===== config.mk =====
export PLATFORM = sky130hd
export DESIGN_NAME = mips_rf_write_arbiter
export DESIGN_NICKNAME = d
export VERILOG_FILES = /design/src/rtl/mips_rf_write_arbiter.sv
export SDC_FILE = /design/constraint.sdc
export NUM_CORES = 1
export LEC_CHECK = 0
export BUFFER_PORTS_ARGS = -buffer_cell sky130_fd_sc_hd__buf_2
export CELL_PAD_IN_SITES_DETAIL_PLACEMENT = 2
export CELL_PAD_IN_SITES_GLOBAL_PLACEMENT = 2
export CORE_MARGIN = 2
export CORE_UTILIZATION = 30
export CTS_BUF_LIST = sky130_fd_sc_hd__clkbuf_8
export CTS_CLUSTER_DIAMETER = 80
export DETAILED_ROUTE_END_ITERATION = 16
export PLACE_DENSITY = 0.91
export SYNTH_ARGS = -nofsm -noshare
export SYNTH_HDL_FRONTEND = slang
export SYNTH_SLANG_ARGS = --single-unit

===== constraint.sdc =====
create_clock -name clk -period 2.6 [get_ports clk]
set_clock_uncertainty 0.1 [all_clocks]
set_input_delay 0.13 -clock clk [delete_from_list [all_inputs] [get_ports clk]]
set_output_delay 0.13 -clock clk [all_outputs]
set_load 0.02 [all_outputs]

===== src/rtl/mips_rf_write_arbiter.sv =====
// Register-file write-port arbiter: ALU writeback has priority, multi-cycle results
// wait in a 2-entry FIFO, and a starvation limit briefly stalls the ALU for the FIFO head.
module mips_rf_write_arbiter #(
    parameter int STARVE_LIMIT = 4
) (
    input  logic        clk,
    input  logic        rst,
    input  logic        alu_wr_en,
    input  logic [4:0]  alu_wr_addr,
    input  logic [31:0] alu_wr_data,
    output logic        alu_stall,
    input  logic        mc_valid,
    output logic        mc_ready,
    input  logic [4:0]  mc_addr,
    input  logic [31:0] mc_data,
    output logic        rf_we,
    output logic [4:0]  rf_waddr,
    output logic [31:0] rf_wdata,
    output logic [31:0] busy_mask,
    output logic [1:0]  fifo_count
);

    localparam logic [3:0] LIMIT = 4'(STARVE_LIMIT);

    function automatic logic [31:0] onehot32(input logic [4:0] a);
        onehot32 = 32'd1 << a;
    endfunction

    logic [1:0]  live_r;
    logic [4:0]  addr_r [2];
    logic [31:0] data_r [2];
    logic        head_r;
    logic        tail_r;
    logic [1:0]  count_r;
    logic [3:0]  starve_r;

    logic head_valid_s;
    logic head_live_s;
    logic starve_hit_s;
    logic alu_eff_s;
    logic grant_head_s;
    logic pop_s;
    logic enq_s;
    logic any_live_s;
    logic new_live_s;

    // Grant decision, handshake and FIFO control strobes
    always_comb begin
        head_valid_s = (count_r != 2'd0);
        head_live_s  = head_valid_s & live_r[head_r];
        starve_hit_s = rst & head_live_s & (starve_r == LIMIT);
        alu_stall    = starve_hit_s;
        alu_eff_s    = rst & alu_wr_en & (alu_wr_addr != 5'd0) & ~starve_hit_s;
        grant_head_s = rst & head_live_s & ~alu_eff_s;
        // A killed head leaves without touching the port, even while the ALU writes.
        pop_s        = rst & head_valid_s & (grant_head_s | ~live_r[head_r]);
        mc_ready     = rst & (count_r != 2'd2);
        enq_s        = mc_valid & mc_ready & (mc_addr != 5'd0);
        any_live_s   = |live_r;
        // A same-cycle mc transfer is older than the ALU write, so it is born dead on a match.
        new_live_s   = ~(alu_eff_s & (mc_addr == alu_wr_addr));
    end

    // Register-file write port mux
    always_comb begin
        rf_we    = alu_eff_s | grant_head_s;
        rf_waddr = 5'd0;
        rf_wdata = 32'd0;
        if (alu_eff_s) begin
            rf_waddr = alu_wr_addr;
            rf_wdata = alu_wr_data;
        end else if (grant_head_s) begin
            rf_waddr = addr_r[head_r];
            rf_wdata = data_r[head_r];
        end else begin
            rf_waddr = 5'd0;
            rf_wdata = 32'd0;
        end
    end

    // Hazard-unit busy mask and occupancy, both from registered state only
    always_comb begin
        busy_mask  = 32'd0;
        fifo_count = 2'd0;
        if (rst) begin
            fifo_count = count_r;
            for (int i = 0; i < 2; i++) begin
                if (live_r[i]) begin
                    busy_mask = busy_mask | onehot32(addr_r[i]);
                end else begin
                    busy_mask = busy_mask;
                end
            end
        end else begin
            fifo_count = 2'd0;
        end
    end

    // FIFO storage, pointers, count and WAW kill of live entries
    always_ff @(posedge clk) begin
        if (!rst) begin
            live_r  <= 2'b00;
            head_r  <= 1'b0;
            tail_r  <= 1'b0;
            count_r <= 2'd0;
            for (int i = 0; i < 2; i++) begin
                addr_r[i] <= 5'd0;
                data_r[i] <= 32'd0;
            end
        end else begin
            for (int i = 0; i < 2; i++) begin
                if (alu_eff_s && (addr_r[i] == alu_wr_addr)) begin
                    live_r[i] <= 1'b0;
                end
            end
            if (pop_s) begin
                live_r[head_r] <= 1'b0;
                head_r         <= ~head_r;
            end
            if (enq_s) begin
                live_r[tail_r] <= new_live_s;
                addr_r[tail_r] <= mc_addr;
                data_r[tail_r] <= mc_data;
                tail_r         <= ~tail_r;
            end
            count_r <= count_r + {1'b0, enq_s} - {1'b0, pop_s};
        end
    end

    // Starvation counter: counts ALU wins over a live head, saturating at the limit
    always_ff @(posedge clk) begin
        if (!rst) begin
            starve_r <= 4'd0;
        end else if (!any_live_s || grant_head_s) begin
            starve_r <= 4'd0;
        end else if (head_live_s && alu_eff_s && (starve_r != LIMIT)) begin
            starve_r <= starve_r + 4'd1;
        end else begin
            starve_r <= starve_r;
        end
    end

endmodule


# == Word level (Yosys, flattened, before mapping) ==
# Memory sizes are Yosys's and may differ from the RTL's. A register that Yosys moved wholly into a read port is not among the register bits.
# Cells that the tools add are included.
# W data, S select, Z words.
# totals
ff_bits,10
mem_bits_rw,74
input_bits,78
output_inout_bits,74
n_memories,2
# op_classes
addsub,3
order_cmp,4
eq_ne,6
shift,2
mux,37
bitwise_logic,25
reduce_logical,15
# memory_table
memory,depth,width,rd,rd_ports_with_merged_regs,write_ports,line_no,source
data_r,2,32,1,1,2,31,logic [31:0] data_r [2];
addr_r,2,5,3,1,2,30,logic [4:0] addr_r [2];
# op_table
operator,count
$mux W32,7
$shl A1 B5 Y32 const A,2
$or A32 B32 Y32,1
$reduce_or A32 Y1,1
$mux W1,20
$eq A5 B5 Y1,3
$mux W5,3
$and A1 B1 Y1,13
$reduce_bool A5 Y1,2
$mux W2,4
$not A1 Y1,7
$logic_and A1 B1 Y1,6
$reduce_or A5 Y1,1
$add A4 B1 Y4 const B,1
$eq A4 B3 Y1 const B,1
$lt A1 B2 Y1 const B,2
$ne A4 B3 Y1 const B,1
$reduce_or A2 Y1,2
$add A2 B1 Y2,1
$and A2 B2 Y2,1
$bwmux W2,1
$demux W1 S1,2
$ge A1 B1 Y1 const B,2
$ne A2 B2 Y1 const B,1
6 further kinds,7

# == Depth between registers and ports, before layout ==
# Gate-level depths: netlist of the first run.
# logic_depth
ltp_word,15
mapped_depth,10

# == Worst setup path after synthesis of the first run ==
# No wires, ideal clock.
# synth_path
path_type,register to register
startpoint,register count_r[0]
endpoint,memory addr_r[0][0] (enable)
arrival_time_ns,2.662
t_required_ns,2.100
path_slack_ns,-0.562
path_stages_with_launch,7
cell_sequence,dfxtp_1 > inv_1 > a21boi_0 > and3_1 > nor2b_1 > buf_2 > nand2b_1
# synth_rtl
element,line_no,source
"start, declared",34,logic [1:0] count_r;
"start signal, assigned",126,"count_r <= count_r + {1'b0, enq_s} - {1'b0, pop_s};"
"end, declared",30,

# == Worst setup path in the final report of the first run ==
# layout_path
startpoint,register head_r
endpoint,output rf_wdata[1]
# layout_between
elab_chain_len,11
# layout_lines
element,line_no,source
"start, declared",32,logic head_r;
"start signal, assigned",118,head_r <= ~head_r;
$mux W1 (implied by the code) (*) (2 in series),50,head_live_s = head_valid_s & live_r[head_r];
$and A1 B1 Y1 (*),50,
$and A1 B1 Y1 (*),"51, 54",
$and A1 B1 Y1,51,starve_hit_s = rst & head_live_s & (starve_r == LIMIT);
$not A1 Y1,53,alu_eff_s = rst & alu_wr_en & (alu_wr_addr != 5'd0) & ~starve_hit_s;
$and A1 B1 Y1,53,
$not A1 Y1,54,grant_head_s = rst & head_live_s & ~alu_eff_s;
$and A1 B1 Y1,54,
$mux W32,72,end else if (grant_head_s) begin
$mux W32 (*),69,if (alu_eff_s) begin
"end, declared",18,"output logic [31:0] rf_wdata,"
# Mark *: on every way between the ends. The rest lies on a longest branch, timed or not. The select of a mux whose other input is x is not followed.

==> metrics list, run 1 <==
* Setup WS post-layout: 72.5 ps
- The routed design has 17,300 um of wire.
- After legalization and detailed placement, the total HPWL measured 12,100 um.
- Number of standard cells in the layout, taps in and fillers out: 901
* Area of the core: 16,600 sq um
- The synthesized netlist devotes 3.74% of its cell area to XOR and XNOR gates.
- The sequential cells in the finished layout cover a total of 2440 sq um.
- Die ar.: 18,100 sq um
- Maximum capacitance violations: 0
* Path class of the lowest-slack min-delay path: primary input to flop
- DRT antenna net count: 0
* Combinational power share: 30.6%
- For this design the total switching power over the nets is 1.33 mW.
- Yosys printed 0 warnings.
- Cell count after synthesis: 500
* Mux contribution to synthesized area: 8.05%
- Peak fanout along the critical path: 39
- The first global-routing pass estimated 26,800 um of wire.
- The worst pin sits at a relative slew slack of 60.2%.
- Synthesized-area fraction occupied by adder cells: 0.734%
- STA classifies the critical path endpoint as an output pin.
- The die is 135 um tall.
- Kind of start point of the critical path: flop
- Based on the critical path, the design can be clocked at up to 0.396 GHz.
- The synthesized netlist contains 46 unique library cells.
- On the final layout, the worst hold slack is 22.6 ps.
- The clock network burns 23.7% of the power.
- Most used flip-flop cell after synthesis: sky130_fd_sc_hd__edfxtp_1
- Count of clock tree sinks: 85
- H-tree level count: 3
* Cell count after placement: 847
- Setup violations remaining at the end of the flow were counted as 0.
- Root Buffer: sky130_fd_sc_hd__clkbuf_8
- Clock edge transition at the registers on the reported setup and hold paths: 80 ps
- Pin count of the biggest net entering global routing: 40
* Vias per inst: 5.03
- Counting the buffers created by CTS gives 9.
* Number of global-route vias before repair: 4,938
- The die is 135 um wide.
- Starting DRC count in detailed routing: 123
* Internal portion of total power: 2.60 mW
- During placement, the flow inserted port buffers numbering 151.
* Reg2Reg Setup Slack: 340 ps
* Total via count in the routed design: 4,530
- Slew @ Worst Pin: 597 ps
- The hold violation count in the final report is 0.
* Final GP Congestion: 0.851
- After synthesis, the largest family of logic cells by area is simple AND/OR/NAND/NOR gates.
- The initial antenna violation count was 1.
- For this design the ratio of total power to cell area is 584 nW/um^2.
- Data required time at the worst endpoint: 2370 ps
- The multi-input combinational cells in the finished layout cover a total of 2530 sq um.
- Fill cells in the final layout number 1,797.
- Arr. time, crit path: 2300 ps
* Number of placed I/O pins: 152
- Post-placement setup slack: 324 ps
- Syn Std Cell Area: 5110 sq um
* Residual DRC: 0
- Avg Inst Size Synth: 10.2 sq um
- The later pin in the worst-skew pair is clocked with a latency of 360 ps.
- The flow ran to the end, and the final reports show no timing, DRC or antenna violations.
* Synthesized-area fraction occupied by and/or/nand/nor cells: 24.3%
* Final number of max-transition violations: 0
- Proportion of register bits with asynchronous set or reset after synthesis: 0%
* Origin of the critical flop-to-flop path: starve_r[0]
* Share of power burned in registers: 45.7%
* Start-to-end type of the worst setup path: flop to output pin
- For this configuration, the core starts out at a cell density of 30.7%.
- End of the worst register-to-register path: count_r[1]
- After global routing the overflow that remains totals 0.
- Static leakage: 2.74 nW
* Post-synth EDFFs: 74
* Number of nets in the synthesized netlist: 581
- The floorplan has 47 rows.
* Shortest clock period the worst path allows after layout: 2530 ps
- Of the total power, the share spent switching nets is 33.9%.
- Number of detailed-routing iterations run before antenna repair: 4
- Post-detailed-route wirelength per cell: 19.2 um
* Clock tree from TritonCTS: yes
* Share of post-route cells with drive strength above 1: 30.1%
- The worst-case IR drop observed on VDD is 0.000243 V.
- Termination of the worst setup path: rf_wdata[1]
- Fraction of the mapped netlist area in compound gates: 11.9%
- Tot GR Track Use: 19.0%
* Clk buf depth: 2
- Sum of negative setup slack: 0 ps
- After synthesis, flip-flops and latches occupy 47.8% of the total area.
* Launching instance or port of the critical path: head_r
- Of the available clock period, the critical path in the final layout requires 97.2%.
- In the final design database the tool counted 756 nets.
* Flip-flop and latch count after synthesis: 85
* Number of cells traversed by the worst register-to-register path: 10
- Relative to the synthesized area, the layout overhead comes to 31.4%.
-- stage by stage --
step | utilization [%] | total power [mW] | cell area [sq um]
after floorplan | - | 2.53 | 5120
after global placement | 36.9 | 2.89 | 6140
after detailed placement | 36.9 | 2.96 | 6140
after CTS | 40.1 | 3.94 | 6670
after global routing | 40.4 | 4.13 | 6720
final | 40.4 | 3.93 | 6720
-- worst max-delay path: stages (launching register included) --
cell and delay (ps):
sky130_fd_sc_hd__dfxtp_1 490, sky130_fd_sc_hd__mux2i_1 450, sky130_fd_sc_hd__nor3_4 100, sky130_fd_sc_hd__nor2_4 180, sky130_fd_sc_hd__buf_12 230, sky130_fd_sc_hd__nand2_1 130, sky130_fd_sc_hd__o31ai_2 100, sky130_fd_sc_hd__buf_2 230
-- cell families (layout without fill, tap and decap cells) --
kind of cell | after synthesis | in the layout
mux | 41 | 41
fa+ha+maj | 3 | 3
simple gates | 225 | 225
compound gates | 83 | 83
buf+inv | 42 | 222
other cells | 0 | 1
xor+xnor | 21 | 21
flops | 85 | 85
-- timing repair --
action | in CTS | in global routing
buffers inserted | 0 | 4
setup endpoints to repair | 3 | 15
gates resized for setup | 1 | 6
hold buffers | 33 | 0
endpoints found under the hold margin | 63 | 0
-- placed cells by master, fill, tap and decap left out, types with 11 or more instances in the layout --
| master | netlist | layout |
|---|---|---|
| sky130_fd_sc_hd__buf_4 | 0 | 15 |
| sky130_fd_sc_hd__xnor2_1 | 11 | 11 |
| sky130_fd_sc_hd__nand2_1 | 56 | 55 |
| sky130_fd_sc_hd__edfxtp_1 | 74 | 74 |
| sky130_fd_sc_hd__mux2i_1 | 40 | 40 |
| sky130_fd_sc_hd__o22ai_1 | 26 | 26 |
| sky130_fd_sc_hd__nor2_1 | 11 | 11 |
| sky130_fd_sc_hd__and2_1 | 112 | 112 |
| sky130_fd_sc_hd__dlygate4sd3_1 | 0 | 33 |
| sky130_fd_sc_hd__o31ai_1 | 34 | 32 |
| sky130_fd_sc_hd__buf_2 | 9 | 151 |
-- Yosys cell counts, types with 3 or more instances --
cell	instances	area (sq um)
sky130_fd_sc_hd__and2_1	112	701
sky130_fd_sc_hd__edfxtp_1	74	2220
sky130_fd_sc_hd__nand2_1	56	210
sky130_fd_sc_hd__mux2i_1	40	400
sky130_fd_sc_hd__o31ai_1	34	255
sky130_fd_sc_hd__clkbuf_1	28	105
sky130_fd_sc_hd__o22ai_1	26	163
sky130_fd_sc_hd__dfxtp_1	11	220
sky130_fd_sc_hd__nor2_1	11	41.3
sky130_fd_sc_hd__xnor2_1	11	96.3
sky130_fd_sc_hd__buf_2	9	45.0
sky130_fd_sc_hd__nand3_1	9	45.0
sky130_fd_sc_hd__xor2_1	9	78.8
sky130_fd_sc_hd__nand2b_1	6	37.5
sky130_fd_sc_hd__nor2b_1	6	37.5
sky130_fd_sc_hd__nor3_1	6	30.0
sky130_fd_sc_hd__o32ai_1	6	52.6
sky130_fd_sc_hd__o21ai_0	5	25.0
sky130_fd_sc_hd__inv_1	4	15.0
sky130_fd_sc_hd__or2_2	4	25.0
sky130_fd_sc_hd__ha_1	3	37.5
sky130_fd_sc_hd__o211ai_1	3	22.5
-- registers in the layout (all words and copies together), names as in the netlist, named ones only --
register	count
count_r	2
starve_r	4
live_r	2
data_r	64
addr_r	10
head_r	1
tail_r	1
-- power by group through the flow --
stage               Combinational, mW  Clock [mW]  Sequential [mW]
floorplan                       0.788           0             1.74
global placement                 1.09           0             1.81
detailed placement               1.14           0             1.83
CTS                              1.18       0.955             1.80
global route                     1.30        1.01             1.82
finish                           1.20       0.931             1.80
-- cell type report --
class	count	share of cell area, %
multi-input cells	373	37.7
flip-flops and latches	85	36.4
repair buffers	202	18.7
well taps	220	4.10
clock buffers	9	1.84
clock inverters	7	0.968
inverters	4	0.223
diodes	1	0.0372
-- per-layer routing --
metal	track usage (%)	part of all wire (%)	wire, um
met5	0	0	0
met4	4.85	1.2	210
met3	2.97	3.7	643
met2	35.9	54	9270
met1	22.2	41	7150
-- worst min-delay path by stage --
stage,start,end,cells past startpoint
4_1_cts,mc_addr[1],addr_r[0][1],2
6_report,mc_addr[1],addr_r[0][1],2
2_1_floorplan,mc_addr[0],addr_r[0][0],1
3_5_place_dp,mc_data[10],data_r[0][10],2
3_3_place_gp,mc_data[30],data_r[0][30],2
5_1_grt,mc_addr[1],addr_r[0][1],2
Note: power is estimated with default switching activity, not from simulation.
==> inputs of run 2 (changes only) <==
CORE_UTILIZATION = 33   (was 30)
PLACE_DENSITY = 0.94   (was 0.91)
SLEW_MARGIN = 5   (was default)
clock period = 2.7 ns   (was 2.6 ns; I/O delays follow)
==> metrics list, run 2 (synthesis results as in run 1) <==
* Met3 GRT Util: 3.16% (+0.19 points)
- STA classifies the critical path endpoint as an output pin.
* Leftover overflow at the end of global routing: 0 (unchanged)
- Tot GR Track Use: 22.3% (+3.3 points)
* Root Buffer: sky130_fd_sc_hd__clkbuf_8
- The routed wire length per instance is 21.1 um (+10%).
* Data required time at the worst endpoint: 2470 ps (+100 ps)
* Starting density of the core: 33.8% (+3.0 points)
* Antenna fix cells: 0 (-1)
* Clock buffer count from CTS: 9 (unchanged)
- Largest register FFs: 64 (unchanged)
- The worst register-to-register path begins at starve_r[0].
- Clock edge transition at the registers on the reported setup and hold paths: 90 ps (about the same)
* Area of the core: 15,100 sq um (-9.0%)
* Max Clock Freq: 0.383 GHz
* Shortest clock period the worst path allows after layout: 2610 ps
- The path with the worst hold slack has its endpoint at addr_r[0][3].
- Hold Crit Depth: 2 (unchanged)
- Number of placed I/O pins: 152 (unchanged)
* Period utilisation layout: 96.7%
- The via total after detailed routing came to 4,548 (+0.40%).
- Top library cells by usage in the layout, fill and taps aside: 151 x sky130_fd_sc_hd__buf_2, 112 x sky130_fd_sc_hd__and2_1, 74 x sky130_fd_sc_hd__edfxtp_1
- Port Buffer Count: 151 (unchanged)
* Largest registers: data_r: 64 flops, addr_r: 10 flops, starve_r: 4 flops
- Filler Cell Count: 1,604 (-11%)
* Final setup violation count: 0 (unchanged)
* Internal portion of total power: 2.57 mW (-0.92%)
* Number of standard cells in the layout, taps in and fillers out: 859 (-4.7%)
- The number of design rule violations left after detail routing is 0 (unchanged).
- Setup repair after global routing left no endpoint under its margin.
* Die Span Y: 128 um (-4.5%)
- The fraction of layout instances using a drive strength above 1 came to 28.8% (-1.4 points).
- Hold Fails Final Rpt: 0 (unchanged)
- The maximum VDD drop is 0.000316 V (+30%).
- The global-route met1 utilization was 25.0% (+2.8 points).
- Number of cells traversed by the worst register-to-register path: 10 (unchanged)
- End of the worst register-to-register path: count_r[1]
- Final number of max-transition violations: 0 (unchanged)
* Number of global-route vias before repair: 5,042 (+2.1%)
- The library cell used most frequently in the layout, excluding fill and tap cells, is sky130_fd_sc_hd__buf_2.
- The maximum number of pins on one net before global-route repair came to 40 (unchanged).
* Starting DRC count in detailed routing: 210 (+71%)
- Slowest stage cell, crit path: sky130_fd_sc_hd__or3b_2
- Static leakage: 2.70 nW (-1.7%)
* Share of power burned in registers: 44.1% (-1.6 points)
* Worst hold start: mc_addr[3]
* Sum of negative setup slack: 0 ps (unchanged)
* Global-route layer with the greatest usage: met2
- Maximum capacitance violations: 0 (unchanged)
- The buffer levels on the longest clock path is 2 (unchanged).
- The total die area was 16,500 sq um (-8.8%).
- The cell count after placement was 811 (-4.3%).
* Routing usage on met2: 43.0% (+7.1 points)
- Post-placement setup slack: 396 ps (+72.0 ps)
- Buffers & Inverters on Critical Path: 1 (-1)
- Traced cell by cell, the critical path runs through or3b_2 -> or2_2 -> o32ai_1 -> and2_1 -> buf_2.
- H-tree level count: 3 (unchanged)
- The power density of the placed cells was 589 nW/um^2 (+0.87%).
- The initial antenna violation count was 1 (unchanged).
* Count of clock tree sinks: 85 (unchanged)
- The clock latency of the later-clocked register in the worst-skew pair is 370 ps (about the same).
* Area grow syn2layout: 29.5%
- Clock tree from TritonCTS: yes
- Launching instance or port of the critical path: live_r[1]
* DRT antenna net count: 0 (unchanged)
* Width of the chip: 128 um (-4.5%)
- Combinational power share: 29.4% (-1.2 points)
- The worst setup path is launched from a flop.
- Slew Limit Headroom: 54.1% (-6.1 points)
* Status: completed
- The register with the most flip-flops in the final layout is data_r.
- The first-pass GRT wire length was 28,200 um (+4.9%).
* Number of detailed-routing iterations run before antenna repair: 4 (unchanged)
* Path class of the lowest-slack min-delay path: primary input to flop
- Final GP Congestion: 0.814 (-4.3%)
* HPWL reported at the end of detailed placement: 12,500 um (+3.3%)
* Peak fanout along the critical path: 10 (-74%)
* Vias per inst: 5.29 (+5.3%)
- Slowest stage delay, CP: 550 ps (+60 ps)
- The post-route worst setup slack is 88.5 ps (+16.0 ps).
- The total length of routed wires came to 18,200 um (+5.1%).
- Net switching share of the total power: 34.1% (+0.18 points)
- Placed cell areas: 6060 sq um (-1.3%)
- Start-to-end type of the worst setup path: flop to output pin
- Post-Route Utilization: 43.7% (+3.3 points)
- The net switching component of the power came to 1.33 mW (-0.13%).
- The total number of placement rows came to 45 (-4.3%).
* Family with the most delay on the worst path: simple AND/OR/NAND/NOR gates
* Total number of nets in the final design: 747 (-1.2%)
- Final Instance Area: 6620 sq um (-1.5%)
* Clock group share of total power: 26.6% (+2.9 points)
- Arr. time, crit path: 2380 ps (+80 ps)
- Reg2Reg Setup Slack: 420 ps (+80 ps)
* Slew @ Worst Pin: 688 ps (+91.3 ps)
[run 2: cell count changes in the layout (fill, tap and decap cells not counted), sizes merged]
cell / delta
buf: -8
bufinv: +1
clkinv: -1
clkinvlp: +1
diode: -1
dlygate4sd3: -1
inv: -1
[run 2: final cells by class]
type,count,area (sq um),share of cell area (%)
multi-input cells,373,2520,38.1
flip-flops and latches,85,2440,36.9
repair buffers,193,1180,17.8
well taps,188,235,3.55
clock buffers,9,124,1.87
clock inverters,7,98.8,1.49
inverters,4,15.0,0.227
[run 2: worst max path at each step]
| stage | to | slack (ps) | cells past startpoint |
|---|---|---|---|
| 2_1_floorplan | addr_r[1][0] | 30 | 5 |
| 3_3_place_gp | rf_waddr[1] | 470 | 8 |
| 3_5_place_dp | rf_wdata[28] | 400 | 8 |
| 4_1_cts | busy_mask[16] | 100 | 5 |
| 5_1_grt | busy_mask[16] | 10 | 5 |
| 6_report | busy_mask[16] | 90 | 5 |
[run 2: timing repair]
action / CTS / global route
gates resized for setup: 1 / 2
setup buffers: 0 / 0
hold buffers: 32 / 0
endpoints found under the setup margin: 3 / 8
endpoints found under the hold margin: 61 / 0
[run 2: power by group through the flow]
stage	registers, mW	clock network (mW)	logic [mW]
6_report	1.72	1.04	1.15
5_1_grt	1.74	1.09	1.24
4_1_cts	1.72	1.05	1.14
3_5_place_dp	1.75	0	1.10
3_3_place_gp	1.72	0	1.03
2_1_floorplan	1.68	0	0.759
[run 2: layer usage]
| layer | routed length [um] | vias to the layer above |
|---|---|---|
| li1 | - | 2119 |
| met1 | 6990 | 2241 |
| met2 | 9910 | 158 |
| met3 | 874 | 28 |
| met4 | 367 | 2 |
| met5 | 12 | - |
[run 2: metrics by stage]
| step | total power, mW | hold slack [ps] |
|---|---|---|
| finish | 3.90 | 21.7 |
| global route | 4.06 | 40.9 |
| CTS | 3.91 | 12.1 |
| detailed placement | 2.84 | 332 |
| global placement | 2.75 | 321 |
| floorplan | 2.44 | 233 |
